[src/rtl/decoder_3x8.sv]
// decoder_3x8: registered 3-to-8 one-hot decoder with active-high enable.
// Select index is {a,b,c} with a as MSB. Outputs change one clock after the
// inputs are sampled; there is no combinational input-to-output path.
// Optional build macro: DECODER_HOLD_EN -- when defined, a disabled cycle
// holds y/vld/idx instead of clearing y and vld.
module decoder_3x8 (
    input  logic       clk,
    input  logic       rst_n,
    input  logic       en,
    input  logic       a,
    input  logic       b,
    input  logic       c,
    output logic [7:0] y,
    output logic       vld,
    output logic [2:0] idx
);

    logic [2:0] sel;
    logic [7:0] dec_onehot;

    logic [7:0] y_reg;
    logic [7:0] y_next;
    logic       vld_reg;
    logic       vld_next;
    logic [2:0] idx_reg;
    logic [2:0] idx_next;

    assign sel = {a, b, c};

    // One comparator per output line; exactly one matches any select value,
    // so the decode is one-hot by construction.
    generate
        for (genvar gi = 0; gi < 8; gi++) begin : g_dec
            assign dec_onehot[gi] = (sel == 3'(gi));
        end
    endgenerate

    // Next-state selection: an enabled cycle fully replaces the outputs,
    // a disabled cycle clears (default) or holds (DECODER_HOLD_EN).
    always_comb begin
        y_next   = y_reg;
        vld_next = vld_reg;
        idx_next = idx_reg;
        if (en) begin
            y_next   = dec_onehot;
            vld_next = 1'b1;
            idx_next = sel;
        end else begin
`ifdef DECODER_HOLD_EN
            y_next   = y_reg;
            vld_next = vld_reg;
`else
            y_next   = 8'h00;
            vld_next = 1'b0;
`endif
        end
    end

    // Output registers; reset takes priority over enable.
    always_ff @(posedge clk) begin
        if (!rst_n) begin
            y_reg   <= 8'h00;
            vld_reg <= 1'b0;
            idx_reg <= 3'b000;
        end else begin
            y_reg   <= y_next;
            vld_reg <= vld_next;
            idx_reg <= idx_next;
        end
    end

    assign y   = y_reg;
    assign vld = vld_reg;
    assign idx = idx_reg;

endmodule

[config.mk]
export PLATFORM = sky130hd
export DESIGN_NAME = decoder_3x8
export DESIGN_NICKNAME = d
export VERILOG_FILES = /design/src/rtl/decoder_3x8.sv
export SDC_FILE = /design/constraint.sdc
export NUM_CORES = 1
export LEC_CHECK = 0
export ABC_AREA = 1
export BUFFER_PORTS_ARGS = -buffer_cell sky130_fd_sc_hd__buf_4
export CORE_AREA = 10 10 47 49
export CTS_BUF_LIST = sky130_fd_sc_hd__clkbuf_8 sky130_fd_sc_hd__clkbuf_16
export DETAILED_ROUTE_END_ITERATION = 6
export DIE_AREA = 0 0 57 59
export PLACE_DENSITY = 0.57
export SLEW_MARGIN = 20
export SYNTH_ARGS = -nofsm -noshare
export SYNTH_HDL_FRONTEND = slang
export SYNTH_SLANG_ARGS = --single-unit
[constraint.sdc]
create_clock -name clk -period 1.5 [get_ports clk]
set_input_delay 0 -clock clk [delete_from_list [all_inputs] [get_ports clk]]
set_output_delay 0 -clock clk [all_outputs]
set_load 0.1 [all_outputs]
# --- Word-level counts from Yosys, hierarchy flattened ---
# Cells that the tools add are included.
totals:
  inputBits: 6
  out_inout_bits: 12
  register_bits: 12
  word_cells: 13
op_classes:
  n_eq_ne: 7
  n_mux: 1
  n_reduce_logical: 2
ops:
  columns: ["cell", "n"]
  rows:
  - ["== test 3 bit (second input constant)", 4]
  - ["== test 3 x 2 -> 1 bit (second input constant)", 2]
  - ["== test 3 x 1 -> 1 bit (second input constant)", 1]
  - ["zero test 3 bit", 1]
  - ["AND reduction 2 bit", 1]
  - ["2-to-1 mux 1 bit", 1]

# --- Depth between registers and ports, before layout ---
logic_depth:
  ltp_word: 1
  depth_mapped: 3
  depth_no_buf: 3

# --- Worst setup path before layout ---
# Ideal clock, no wire load.
synth_timing:
  kind: "register -> register"
  from: "register, netlist name idx[0]"
  to: "register idx_reg[0] (netlist: idx[0])"
  path_buffers: 0
  setup_slack_ns: 0.295
  path_stages_with_launch: 3
  setup_time_ns: 0.062
  required_time_ns: 1.438
  period_less_slack_ns: 1.205
  t_arrival_ns: 1.143
  path_cell_list: "dfxtp_1 > nand3_1 > nand2_1"
synth_rtl:
  columns: ["element", "line", "text"]
  rows:
  - ["end signal, assigned", "68", "idx_reg <= idx_next;"]
  - ["end, declared", "25", "logic [2:0] idx_reg;"]

# --- Worst setup path in the final report ---
layout_timing:
  from: "register idx_reg[2] (netlist: idx[2])"
  to: "output port idx[2]"
layout_rtl:
  columns: ["element", "line", "text"]
  rows:
  - ["end, declared", "15", "output logic [2:0] idx"]
# No word-level cell between the ends.

==> results.yml <==
global_routing:
  grt_overflow_total: 0
  antenna_found_initial: 0
  grt_max_degree: 9
  globalRouteTotalUtil: 0.0535
  grt_pass1_wl_um: 1420
  first_global_vias: 340
routing:
  dr.pass1.iters: 2
  drt_iter0_drc: 2
  drc: 0
  ant_nets: 0
  wire_per_inst_um: 10.2
  wirelength_um: 789
  vias: 307
  via_per_inst: 3.99
worst_setup_path:
  crit_path_start_kind: "flop"
  slowest_delay_ns: 0.33
  critPathRequiredTime_ns: 1.50
  worstPathMaxFanout: 2
  crit_path_top_delay_cell: "dfxtp_1"
  endpoint_kind: "output port"
  cp_num_buf_inv: 1
  crit_family: "flip-flops"
  path_class: "reg2out"
  arrival_ns: 0.86
  cp_cell_sequence: "buf_4"
finish:
  nets: 68
  antenna_cells: 0
  drive_gt1_frac: 0.377
  instances_no_fill: 77
  layout_common_cells: "buf_4, dfxtp_1, nand2_1, nor2_1"
  syn_to_final_growth_pct: 52.5
  largest_reg_flops: 8
  final_common_cell: "buf_4"
floorplanning:
  core_um2: 1400
  rows: 14
  die_x_um: 57
  die_area_um2: 3360
  start_util: 0.265
  die_h_um: 59
  num_io_pins: 18
clock_network:
  clock_sinks: 12
  clock_path_buffers: 2
  cts_tree: "built"
  clk_pin_slew_worst_paths_ns: 0.05
  clkLatencyLatePin_ns: 0.23
  cts_max_level: 1
  hold_buffers: 0
  numCtsBuffers: 3
  postCtsSetupRepairBufs: 0
  cts-root-buf: "clkbuf_8"
  cts_resized: 0
place:
  post-dp-hpwl_um: 648
  preCtsSetupSlack_ns: 0.892
  gp_congestion: 0.703
  io_buffers: 17
  numPlacedInstances: 73
yosys:
  syn-num-nets: 47
  ys_types: 7
  syn_avg_cell_area_um2: 9.06
  ys_seq_area_frac: 0.646
  synth_warnings: 0
  synthCells: 41
  syn_area_um2: 372
  synth-seq-cells: 12
timing:
  finClkSkew_ns: 0
  drv_slew: 0
  fin_tns_setup_ns: 0
  max_freq_mhz: 1170
  min_period_over_period: 0.572
  hold_viol: 0
  min_period_ns: 0.858
  finalSetupViolCount: 0
  relSlewSlack: 0.814
  rsz0062_at_grt: "no"
  worst_pin_slew_ns: 0.282
  fin_ws_ns: 0.642
power:
  powerDensity_nw_per_um2: 1400
  p_leak_uw: 0.000293
  vdd_drop_max_v: 0.000511
min_path:
  hold_class: "in2reg"
run_status:
  outcome: "finished, final reports clean"
flow_run:
  max_cap_viol_count: 0
path summary, 6_finish.rpt:
kind / depth (start not counted) / slack, ns / endpoint / from
max: 1 / 0.64 / idx[2] / idx[2]
max reg2reg: 2 / 0.97 / idx[0] / idx[0]
min: 3 / 0.006 / vld / en
min reg2reg: 2 / 0.47 / idx[1] / idx[1]
layout make-up:
class / instances / area [um2]
fill: 150 / 835
sequential: 12 / 240
timing repair buffer: 17 / 128
multi-input combinational: 23 / 105
clock buffer: 4 / 55.1
tap: 16 / 20.0
inverter: 5 / 18.8
per-stage QoR:
| step | total power [uW] | hold slack, ns | instance area [um2] | utilization |
|---|---|---|---|---|
| after global routing | 828 | 0.0274 | 567 | 0.404 |
| after floorplan | 429 | 0.0935 | 372 | - |
| after detailed placement | 462 | 0.247 | 512 | 0.365 |
| after CTS | 809 | 0.00249 | 567 | 0.404 |
| final | 793 | 0.00630 | 567 | 0.404 |
| after global placement | 461 | 0.247 | 512 | 0.365 |
synthesized netlist by cell type:
cell	instances	area, um2
buf_4	1	7.51
nor2_1	8	30.0
inv_1	5	18.8
nand3_1	5	25.0
dfxtp_1	12	240
nand2_1	8	30.0
nand3_2	2	20.0
routing by layer:
metal | track usage | share of wire | vias to the layer above
li1 | - | - | 165
met1 | 0.0484 | 0.43 | 128
met2 | 0.0791 | 0.40 | 14
met3 | 0.0429 | 0.16 | 0
met4 | 0.0403 | 0 | 0
met5 | 0 | 0 | -
logic make-up after synthesis:
kind of cell	Yosys count	share of synthesized area
AND/OR/NAND/NOR	23	0.283
flip-flops	12	0.646
buffers and inverters	6	0.0707
power breakdown:
group / switching (uW) / internal [uW] / total (uW)
combinational: 94.5 / 27.0 / 122
sequential: 3.47 / 329 / 333
clock: 108 / 231 / 338
worst register-to-register path, stage by stage (launching register included):
cell     delay [ns]
dfxtp_1        0.31
nand3_1        0.07
nand2_1        0.05
Note: power is estimated with default switching activity, not from simulation.
